==> config.mk <==
export PLATFORM = sky130hd
export DESIGN_NAME = mac_dot_accum
export DESIGN_NICKNAME = d
export VERILOG_FILES = /design/src/rtl/mac_dot_accum.sv
export SDC_FILE = /design/constraint.sdc
export NUM_CORES = 1
export LEC_CHECK = 0
export ABC_CLOCK_PERIOD_IN_PS = 5050
export BUFFER_PORTS_ARGS = -buffer_cell sky130_fd_sc_hd__clkbuf_2
export CAP_MARGIN = 40
export CORE_UTILIZATION = 30
export DETAILED_ROUTE_END_ITERATION = 12
export PLACE_DENSITY_LB_ADDON = 0.3
export REMOVE_ABC_BUFFERS = 1
export SYNTH_ARGS = -nofsm -noshare
export SYNTH_HDL_FRONTEND = slang
export SYNTH_SLANG_ARGS = --single-unit
==> constraint.sdc <==
create_clock -name clock -period 5.05 [get_ports clock]
set_input_delay 1.01 -clock clock [delete_from_list [all_inputs] [get_ports clock]]
set_output_delay 1.01 -clock clock [all_outputs]
set_load 0.03 [all_outputs]
==> src/rtl/mac_dot_accum.sv <==
// mac_dot_accum: N-lane dot-product multiply-accumulate with three advance-gated
// pipeline stages (products, adder tree, accumulate/output) and a valid/ready
// result port that applies backpressure all the way to the operand input.
module mac_dot_accum #(
  parameter int LANES    = 4,
  parameter int DATA_W   = 8,
  parameter int ACC_W    = 32,
  parameter int SIGNED   = 1,
  parameter int SATURATE = 1
) (
  input  logic                      clock,
  input  logic                      reset,
  input  logic                      ivalid,
  output logic                      oready,
  input  logic [LANES*DATA_W-1:0]   dataa,
  input  logic [LANES*DATA_W-1:0]   datab,
  input  logic                      ilast,
  output logic                      ovalid,
  input  logic                      iready,
  output logic [ACC_W-1:0]          result,
  output logic                      osat
);

  localparam int PROD_W = 2 * DATA_W;
  localparam int SUM_W  = PROD_W + $clog2(LANES);
  // Wide enough for the accumulator plus one growth bit even if the tree sum
  // is wider than the accumulator.
  localparam int EXT_W  = ((SUM_W > ACC_W) ? SUM_W : ACC_W) + 1;

  logic                          advance;
  logic [LANES-1:0][PROD_W-1:0]  prod_next;
  logic [LANES-1:0][PROD_W-1:0]  prod_reg;
  logic [LANES-1:0][SUM_W-1:0]   prod_ext;
  logic                          s1_valid_reg, s1_last_reg;
  logic [SUM_W-1:0]              sum_next, sum_reg;
  logic                          s2_valid_reg, s2_last_reg;
  logic [ACC_W-1:0]              acc_reg;
  logic                          sticky_reg, first_reg;
  logic                          sum_sgn, acc_sgn;
  logic [EXT_W-1:0]              sum_ext, base_ext, acc_wide;
  logic [EXT_W-ACC_W:0]          hi_bits;
  logic                          ovf;
  logic [ACC_W-1:0]              clamp_val, acc_next;
  logic                          sticky_next;

  // The whole pipeline moves only when the output slot is free or being drained.
  assign advance = !ovalid | iready;
  assign oready  = advance;

  for (genvar gi = 0; gi < LANES; gi++) begin : g_lane
    logic              ext_a, ext_b, ext_p;
    logic [PROD_W-1:0] op_a, op_b;
    // Extend operands to product width so the truncated product is exact.
    assign ext_a = (SIGNED != 0) ? dataa[gi*DATA_W + DATA_W - 1] : 1'b0;
    assign ext_b = (SIGNED != 0) ? datab[gi*DATA_W + DATA_W - 1] : 1'b0;
    assign op_a  = {{DATA_W{ext_a}}, dataa[gi*DATA_W +: DATA_W]};
    assign op_b  = {{DATA_W{ext_b}}, datab[gi*DATA_W +: DATA_W]};
    assign prod_next[gi] = op_a * op_b;
    // Registered product extended to tree width (a no-op when LANES == 1).
    assign ext_p = (SIGNED != 0) ? prod_reg[gi][PROD_W-1] : 1'b0;
    assign prod_ext[gi] = SUM_W'($signed({ext_p, prod_reg[gi]}));
  end

  // Adder tree over all lanes; collapses to a plain wire for a single lane.
  always_comb begin
    sum_next = '0;
    for (int i = 0; i < LANES; i++) begin
      sum_next = sum_next + prod_ext[i];
    end
  end

  // Accumulate at extended width, then detect and handle overflow.
  assign sum_sgn  = (SIGNED != 0) ? sum_reg[SUM_W-1] : 1'b0;
  assign acc_sgn  = (SIGNED != 0) ? acc_reg[ACC_W-1] : 1'b0;
  assign sum_ext  = EXT_W'($signed({sum_sgn, sum_reg}));
  assign base_ext = first_reg ? '0 : EXT_W'($signed({acc_sgn, acc_reg}));
  assign acc_wide = base_ext + sum_ext;
  assign hi_bits  = acc_wide[EXT_W-1:ACC_W-1];
  assign ovf      = (SIGNED != 0) ? !((&hi_bits) | ~(|hi_bits))
                                  : (|acc_wide[EXT_W-1:ACC_W]);
  assign clamp_val = (SIGNED == 0)        ? {ACC_W{1'b1}} :
                     acc_wide[EXT_W-1]    ? {1'b1, {(ACC_W-1){1'b0}}} :
                                            {1'b0, {(ACC_W-1){1'b1}}};
  assign acc_next    = (ovf && (SATURATE != 0)) ? clamp_val : acc_wide[ACC_W-1:0];
  assign sticky_next = (first_reg ? 1'b0 : sticky_reg) | ovf;

  // Stage 1: per-lane products and the end-of-vector flag.
  always_ff @(posedge clock or posedge reset) begin
    if (reset) begin
      s1_valid_reg <= 1'b0;
      s1_last_reg  <= 1'b0;
      prod_reg     <= '0;
    end else if (advance) begin
      s1_valid_reg <= ivalid;
      s1_last_reg  <= ilast;
      prod_reg     <= prod_next;
    end
  end

  // Stage 2: registered adder-tree sum.
  always_ff @(posedge clock or posedge reset) begin
    if (reset) begin
      s2_valid_reg <= 1'b0;
      s2_last_reg  <= 1'b0;
      sum_reg      <= '0;
    end else if (advance) begin
      s2_valid_reg <= s1_valid_reg;
      s2_last_reg  <= s1_last_reg;
      sum_reg      <= sum_next;
    end
  end

  // Stage 3: accumulate; a last beat publishes the result and rearms the vector.
  always_ff @(posedge clock or posedge reset) begin
    if (reset) begin
      acc_reg    <= '0;
      sticky_reg <= 1'b0;
      first_reg  <= 1'b1;
      result     <= '0;
      osat       <= 1'b0;
      ovalid     <= 1'b0;
    end else if (advance) begin
      if (s2_valid_reg) begin
        acc_reg    <= acc_next;
        sticky_reg <= sticky_next;
        first_reg  <= s2_last_reg;
        if (s2_last_reg) begin
          result <= acc_next;
          osat   <= sticky_next;
          ovalid <= 1'b1;
        end else begin
          ovalid <= 1'b0;
        end
      end else begin
        ovalid <= 1'b0;
      end
    end
  end

endmodule

## After elaboration in Yosys (flattened, before gate mapping)

Index checks and enable logic that the tools add are counted.

| word-level totals | value |
|---|---|
| input bits | 69 |
| output and inout bits | 35 |
| word-level logic and storage cells | 39 |
| flip-flop bits (word level) | 154 |

| operators by class | value |
|---|---|
| muxes and demuxes | 6 |
| reduce and logical (&&, ||, !) cells | 6 |
| add/sub/neg operators | 4 |
| bitwise gates (word level) | 4 |
| $mul | 4 |

Operator list:

| operator | count |
|---|---|
| multiplier 8 x 8 -> 16 bit | 4 |
| two-way mux 32 bit | 2 |
| adder 33 bit | 1 |
| two-way mux 33 bit | 1 |
| adder 17 x 16 -> 18 bit | 1 |
| adder 18 bit | 1 |
| adder 16 x 16 -> 17 bit | 1 |
| AND reduction 2 bit | 2 |
| two-way mux 1 bit | 3 |
| OR 1 bit | 3 |
| AND reduction 3 bit | 1 |
| logical NOT 1 bit | 2 |
| OR reduction 2 bit | 1 |
| inverter 1 bit | 1 |

## Longest topological paths before layout

Gate-level depths: netlist (run 1).

| depth | value |
|---|---|
| word-level depth | 7 |
| mapped depth | 21 |
| mapped depth without buffers | 21 |

## Least setup slack after synthesis (run 1)

Ideal clock, no wire load.

| timing path | value |
|---|---|
| path type | input -> register |
| from | in dataa[5] |
| to | reg prod_reg, in the netlist prod_ext[14] |
| slack | -0.043 ns |
| arrival time | 4.973 ns |
| data required time | 4.930 ns |
| cell stages on the path | 18 |
| path buffers | 0 |
| library setup time | 0.120 ns |
| path through | and2_1 > fa_1 > inv_1 > fa_1 > inv_1 > fa_1 > inv_1 > fa_1 > inv_1 > ha_1 > o21ai_0 > a21boi_0 > o21ai_0 > a21boi_0 > o21ai_0 > a211oi_1 > or3_1 > a31o_2 |

| between the ends | value |
|---|---|
| longest elaborated chain between the ends | 1 |

Ends and longest elaborated chain:

| what | RTL line | text |
|---|---|---|
| start: declaration | 15 | `input logic [LANES*DATA_W-1:0] dataa,` |
| multiplier 8 x 8 -> 16 bit | 58 | `assign prod_next[gi] = op_a * op_b;` |
| end signal: assignment | 96 | `prod_reg <= prod_next;` |
| end: declaration | 32 | `logic [LANES-1:0][PROD_W-1:0] prod_reg;` |

Every way passes these cells.
A chain may end at the register's enable or synchronous reset.

## Worst setup path in the final report (run 1)

Ends and elaborated chain as after synthesis.

==> load_flow_metrics.sql, run 1 <==
INSERT INTO impl_metrics (metric_group, metric, value, unit) VALUES
('worst_setup_path', 'worst_path_arrival', '5.24', 'ns'),
('worst_setup_path', 'crit_path_end', 'prod_ext[14]', ''),
('worst_setup_path', 'capturing_element_type_of_the_critical_path', 'flop', ''),
('placed_design', 'gp_routability_congestion', '0.873', ''),
('grt', 'grt_pass1_vias', '14900', ''),
('route', 'finalWirelength', '44.4', 'mm'),
('yosys', 'complex_gate_fraction_of_the_synthesized_area', '0.105', ''),
('worst_setup_path', 'cp_data_required_time', '5.37', 'ns'),
('run_status', 'status', 'completed', ''),
('yosys', 'synthMuxAreaShare', '0.0103', ''),
('grt', 'grt_max_degree', '66', ''),
('cts', 'clock-root-buffer', 'clkbuf_16', ''),
('cts', 'cts_tree', 'built', ''),
('floorplanning', 'initial_core_util', '0.303', ''),
('cts', 'cts.sinks', '154', ''),
('worst_setup_path', 'crit_path_top_delay_cell', 'fa_1', ''),
('yosys', 'post_synth_xor_area_fraction', '0.0455', ''),
('worst_setup_path', 'largest_stage_delay_on_the_critical_path', '0.54', 'ns'),
('timing', 'fin_hold_ws', '0.482', 'ns'),
('yosys', 'yosysWarnings', '0', ''),
('cts', 'htree_num_levels', '4', ''),
('timing', 'grt_setup_unrepaired', 'yes', ''),
('yosys', 'netlist_area', '18700', 'sq um'),
('final_layout', 'area_growth', '18.3', '%'),
('cts', 'clock_latency_reported_for_the_late_side_of_the_worst_skew_pair', '0.44', 'ns'),
('grt', 'grt_pass1_wl', '74.8', 'mm'),
('worst_setup_path', 'worst-path-stages', '19', ''),
('worst_setup_path', 'reg2reg_from', 'first_reg', ''),
('yosys', 'yosys.area_share.adder', '0.384', ''),
('yosys', 'ys_seq_area_frac', '0.207', ''),
('job', 'timing.max_cap.violations', '0', ''),
('timing', 'actual_transition_at_the_worst_max_transition_pin', '0.678', 'ns'),
('timing', 'worst_clock_skew', '0.0124', 'ns'),
('cts', 'cts_made_buffers', '17', ''),
('route', 'routed-via-count', '14000', ''),
('timing', 'min_period_over_period', '0.973', ''),
('final_layout', 'post-route-util', '0.358', ''),
('route', 'detail_route.drc_violations', '0', ''),
('floorplanning', 'design.core.area', '61600', 'sq um'),
('grt', 'grt.overflow.total', '0', ''),
('final_layout', 'fin_nets', '2745', ''),
('placed_design', 'dp_cells', '3073', ''),
('worst_setup_path', 'cp_startpoint_kind', 'input pin', ''),
('worst_setup_path', 'ff2ff_setup_slack', '0.70', 'ns'),
('floorplanning', 'die_h', '251', 'um'),
('grt', 'groute.usage.overall', '0.146', ''),
('yosys', 'syn_inst', '2001', ''),
('route', 'detailedRoute.firstIterationViolations', '488', ''),
('final_layout', 'num-fill-cells', '6310', ''),
('worst_setup_path', 'cp_max_fo', '4', ''),
('timing', 'achievable-frequency', '204', 'MHz'),
('route', 'drt_pre_antenna_iters', '5', ''),
('worst_setup_path', 'worstSetupPathType', 'in -> reg', ''),
('cts', 'clockBufferDepth', '2', ''),
('yosys', 'synth_top_family_by_area', 'adder cells', ''),
('yosys', 'synth_top_flop_cell', 'dfrtp_1', ''),
('yosys', 'average_cell_area_after_synthesis', '9.32', 'sq um'),
('timing', 'report.final.hold_viol_count', '0', ''),
('min_path', 'hp-class', 'reg -> reg', ''),
('final_layout', 'drive_above_1_share', '0.154', ''),
('placed_design', 'placedInstanceArea', '21400', 'sq um'),
('yosys', 'post_synth_simple_gate_area', '0.171', ''),
('floorplanning', 'die_x', '251', 'um'),
('floorplanning', 'fp.dieArea', '63200', 'sq um'),
('floorplanning', 'num_rows', '91', ''),
('worst_setup_path', 'critPathTopFamily', 'adder cells', ''),
('yosys', 'synth-seq-cells', '154', ''),
('worst_setup_path', 'cp_bufs_invs', '5', ''),
('yosys', 'synth_edf_count', '0', ''),
('final_layout', 'layout.cell_area.non_filler', '22100', 'sq um'),
('worst_setup_path', 'crit_path_start', 'dataa[5]', '');
==> layout by cell type, fill, tap and decap left out, drive strengths merged, types with 15 or more instances in the layout <==
master / instances
a21o: 25
a21oi: 98
and2: 170
buf: 174
clkbuf: 125
dfrtp: 153
fa: 254
ha: 165
inv: 340
mux2: 17
nand2: 196
nand2b: 21
nand3: 17
nor2: 111
nor2b: 62
nor3: 18
o21ai: 54
o22a: 30
o31ai: 15
xnor2: 59
xor2: 38
==> what timing repair did <==
item | CTS | global route
pin swaps | 0 | 6
endpoints found under the setup margin | 1 | 5
gates resized for setup | 2 | 12
buffers inserted | 0 | 2
==> cells by family after synthesis <==
family | count (synthesis)
muxes | 17
DFF | 154
buffers and inverters | 380
xor gates and xnor gates | 97
AOI/OAI and AO/OA | 299
and+or+nand+nor | 634
adders and majority gates | 420
==> worst min path at each step <==
| stage | start | slack (ns) | to | depth (start not counted) |
|---|---|---|---|---|
| after global routing | s1_last_reg | 0.50 | s2_last_reg | 2 |
| after detailed placement | acc_reg[18] | 0.47 | acc_reg[18] | 2 |
| after floorplan | s1_last_reg | 0.44 | s1_last_reg | 2 |
| after CTS | s1_last_reg | 0.48 | s1_last_reg | 2 |
| after global placement | s1_last_reg | 0.46 | s1_last_reg | 2 |
| final | acc_reg[5] | 0.48 | acc_reg[5] | 2 |
==> worst reg2reg max path, stage by stage, from the launching register on <==
cell	delay, ns
dfstp_2	0.81
nand2b_1	0.23
inv_1	0.06
ha_1	0.29
a211oi_1	0.10
o211ai_2	0.20
or4b_4	0.51
a211oi_2	0.31
o21ai_1	0.17
o2111a_2	0.33
o21ai_4	0.52
nand2_2	0.40
o22a_1	0.29
==> layout make-up <==
class	count	area [sq um]	area share
Clock buffer	22	474	0.0215
Tap cell	837	1050	0.0475
Inverter	340	1280	0.0582
Clock inverter	10	188	0.00851
Multi-Input combinational cell	1467	13400	0.606
Sequential cell	154	3850	0.175
Timing Repair Buffer	277	1840	0.0835
==> Yosys cell counts (21+ instances only) <==
cell      count  area share
a21oi_1      98       0.026
fa_1        254        0.27
xnor2_1      59       0.028
a21o_1       25       0.010
o22a_1       30       0.014
nor2_1      111       0.022
clkbuf_1     32      0.0064
and2_1      170       0.057
xor2_1       38       0.018
o21ai_0      51       0.014
nor2b_1      62       0.021
inv_1       338       0.068
nand2b_1     21      0.0070
dfrtp_1     153        0.21
ha_1        165        0.11
nand2_1     194       0.039
==> routing by layer <==
metal | wire (um) | track usage | vias to the layer above
li1 | - | - | 6883
met1 | 19700 | 0.184 | 6987
met2 | 23200 | 0.270 | 150
met3 | 962 | 0.0148 | 28
met4 | 524 | 0.0301 | 0
met5 | 0 | 0 | -
==> per-stage QoR <==
| step | setup TNS (ns) | setup WS [ns] |
|---|---|---|
| after floorplan | -53.64 | -0.879 |
| after CTS | 0 | 0.0319 |
| after detailed placement | -3.00 | -0.537 |
| after global routing | -0.0825 | -0.0718 |
| after global placement | -1.86 | -0.321 |
| final | 0 | 0.136 |
Power of run 1 is left out: the tool's default activity adds up to more than one toggle a clock period on the data nets, which glitch-free logic cannot reach.
==> run 2, diff against run 1 <==
--- a/config.mk
+++ b/config.mk
@@ -5,13 +5,12 @@
 export SDC_FILE = /design/constraint.sdc
 export NUM_CORES = 1
 export LEC_CHECK = 0
-export ABC_CLOCK_PERIOD_IN_PS = 5050
+export ABC_CLOCK_PERIOD_IN_PS = 5900
 export BUFFER_PORTS_ARGS = -buffer_cell sky130_fd_sc_hd__clkbuf_2
 export CAP_MARGIN = 40
 export CORE_UTILIZATION = 30
 export DETAILED_ROUTE_END_ITERATION = 12
 export PLACE_DENSITY_LB_ADDON = 0.3
-export REMOVE_ABC_BUFFERS = 1
 export SYNTH_ARGS = -nofsm -noshare
 export SYNTH_HDL_FRONTEND = slang
 export SYNTH_SLANG_ARGS = --single-unit
==> constraint.sdc (replaced) <==
create_clock -name clock -period 5.9 [get_ports clock]
set_input_delay 1.18 -clock clock [delete_from_list [all_inputs] [get_ports clock]]
set_output_delay 1.18 -clock clock [all_outputs]
set_load 0.03 [all_outputs]
==> run 2 against run 1 <==
Net effect: cell count decreased by 5.3%; critical path depth unchanged; routed wire length decreased by 2.9%; flip-flop and latch count unchanged; hold slack got worse by 0.0076 ns; utilization decreased by 2.2 points; count of clock-buffer cells in the layout decreased by 3; cell area decreased by 6.1%; clock skew decreased by 0.0025 ns.
==> load_flow_metrics.sql, run 2 (synthesis gave the netlist of run 1 again) <==
INSERT INTO impl_metrics (metric_group, metric, value, unit) VALUES
('run_status', 'status', 'completed', ''),
('cts', 'holdBufCountCts', '0', ''),
('timing', 'report.final.hold_viol_count', '0', ''),
('final_layout', 'mostFrequentLayoutCell', 'inv_1', ''),
('grt', 'grt_pass1_vias', '14300', ''),
('cts', 'cts_repair_resize_count', '0', ''),
('route', 'drtAntennaViolNets', '0', ''),
('yosys', 'synth_nets', '2489', ''),
('cts', 'clock-root-buffer', 'clkbuf_16', ''),
('timing', 'min_period_over_period', '0.893', ''),
('worst_setup_path', 'cp_startpoint_kind', 'input pin', ''),
('worst_setup_path', 'cp_data_required_time', '6.24', 'ns'),
('cts', 'cts_made_buffers', '17', ''),
('cts', 'clock_latency_reported_for_the_late_side_of_the_worst_skew_pair', '0.44', 'ns'),
('timing', 'worst_clock_skew', '0.00992', 'ns'),
('placed_design', 'gp_routability_congestion', '0.858', ''),
('final_layout', 'drive_above_1_share', '0.0865', ''),
('route', 'detailedRoute.firstIterationViolations', '609', ''),
('floorplanning', 'die_h', '251', 'um'),
('grt', 'grt_max_degree', '68', ''),
('job', 'timing.max_cap.violations', '0', ''),
('final_layout', 'number_of_flip_flops_under_the_largest_register_name', '60', ''),
('timing', 'final.setup.tns', '0', 'ns'),
('timing', 'fin_hold_ws', '0.474', 'ns'),
('worst_setup_path', 'capturing_element_type_of_the_critical_path', 'flop', ''),
('timing', 'actual_transition_at_the_worst_max_transition_pin', '0.816', 'ns'),
('cts', 'clk_pin_slew_worst_paths', '0.07', 'ns'),
('worst_setup_path', 'cp_max_fo', '8', ''),
('floorplanning', 'fp.dieArea', '63200', 'sq um'),
('cts', 'htree_num_levels', '4', ''),
('timing', 'slew_viol_final', '0', ''),
('cts', 'clockBufferDepth', '2', ''),
('grt', 'grt_pass1_wl', '73.2', 'mm'),
('timing', 'setup-violations-final', '0', ''),
('route', 'drt_pre_antenna_iters', '5', ''),
('grt', 'grt.overflow.total', '0', ''),
('final_layout', 'fin_nets', '2580', ''),
('floorplanning', 'design.core.area', '61600', 'sq um'),
('route', 'routed-via-count', '13500', ''),
('route', 'drt-vias-per-instance', '4.58', ''),
('cts', 'cts_tree', 'built', ''),
('min_path', 'hp-class', 'reg -> reg', ''),
('route', 'detail_route.drc_violations', '0', ''),
('final_layout', 'most-common-layout-cells', 'inv_1, fa_1, nand2_1', ''),
('worst_setup_path', 'worstSetupPathType', 'in -> reg', ''),
('grt', 'antenna_found_initial', '0', ''),
('route', 'routedWlPerCell', '14.7', 'um'),
('timing', 'fin_crit', '5.27', 'ns'),
('route', 'finalWirelength', '43.1', 'mm'),
('worst_setup_path', 'worst_path_arrival', '5.60', 'ns'),
('floorplanning', 'die_x', '251', 'um'),
('final_layout', 'antennaDiodeCount', '0', ''),
('grt', 'groute.usage.overall', '0.144', ''),
('cts', 'cts.sinks', '154', ''),
('timing', 'grt_setup_unrepaired', 'no', ''),
('placed_design', 'post-dp-hpwl', '35.3', 'mm'),
('timing', 'achievable-frequency', '190', 'MHz'),
('floorplanning', 'io-pin-count', '104', ''),
('final_layout', 'area_growth', '11.0', '%'),
('floorplanning', 'num_rows', '91', ''),
('cts', 'number_of_buffers_inserted_by_post_cts_setup_repair', '0', ''),
('worst_setup_path', 'ff2ff_setup_slack', '1.53', 'ns'),
('floorplanning', 'initial_core_util', '0.303', ''),
('timing', 'relSlewSlack', '0.456', ''),
('placed_design', 'placement.io_buffers', '103', '');
## run 2: cell count changes in the layout (fill, tap and decap cells not counted), sizes merged
| cell | before | now |
|---|---|---|
| buf | 174 | 9 |
| inv | 340 | 345 |
| bufinv | 5 | 1 |
| clkbuf | 125 | 122 |
| clkinv | 3 | 4 |
| clkinvlp | 2 | 3 |
## run 2: layout make-up
cell class                 count  area [sq um]
clock buffer                  19           443
clock inverter                13           135
fill                        6339         40900
inverter                     340          1280
multi-input combinational   1467         13400
sequential                   154          3850
tap                          837          1050
timing repair buffer         112           583
## run 2: per-layer routing
layer,up-vias,GRT usage,routed length [um],share of wire
li1,6551,-,-,-
met1,6738,0.187,19500,0.45
met2,156,0.257,22100,0.51
met3,40,0.0139,827,0.019
met4,0,0.0314,638,0.015
met5,-,0,0,0
## run 2: worst paths after layout
path                             start            to  cells after the start
hold reg to reg            acc_reg[18]   acc_reg[18]                      2
max in group asynchronous        reset   prod_ext[5]                      3
setup / recovery             datab[10]  prod_ext[32]                     19
min in group asynchronous        reset    result[13]                      2
hold / removal             acc_reg[18]   acc_reg[18]                      2
setup reg to reg             first_reg    acc_reg[6]                     14
## run 2: critical path, stage by stage
cell      delay [ns]
clkbuf_2        0.18
and2_1          0.20
fa_1            0.53
inv_1           0.06
fa_1            0.53
inv_1           0.05
fa_1            0.48
inv_1           0.05
fa_1            0.48
inv_1           0.05
ha_1            0.30
o21ai_0         0.12
a21boi_0        0.28
o21ai_0         0.16
a21oi_1         0.21
o21ai_0         0.14
a211oi_1        0.31
nor3_1          0.09
o31ai_1         0.22
## run 2: per-stage QoR
step	area [sq um]	std cells	setup slack, ns	util
after floorplan	18700	2001	0.572	-
after global placement	20100	2910	0.289	0.327
after detailed placement	20100	2910	0.233	0.327
after CTS	20700	2942	0.666	0.336
after global routing	20700	2942	0.287	0.336
final	20700	2942	0.633	0.336
Power of run 2 is left out for the same reason.
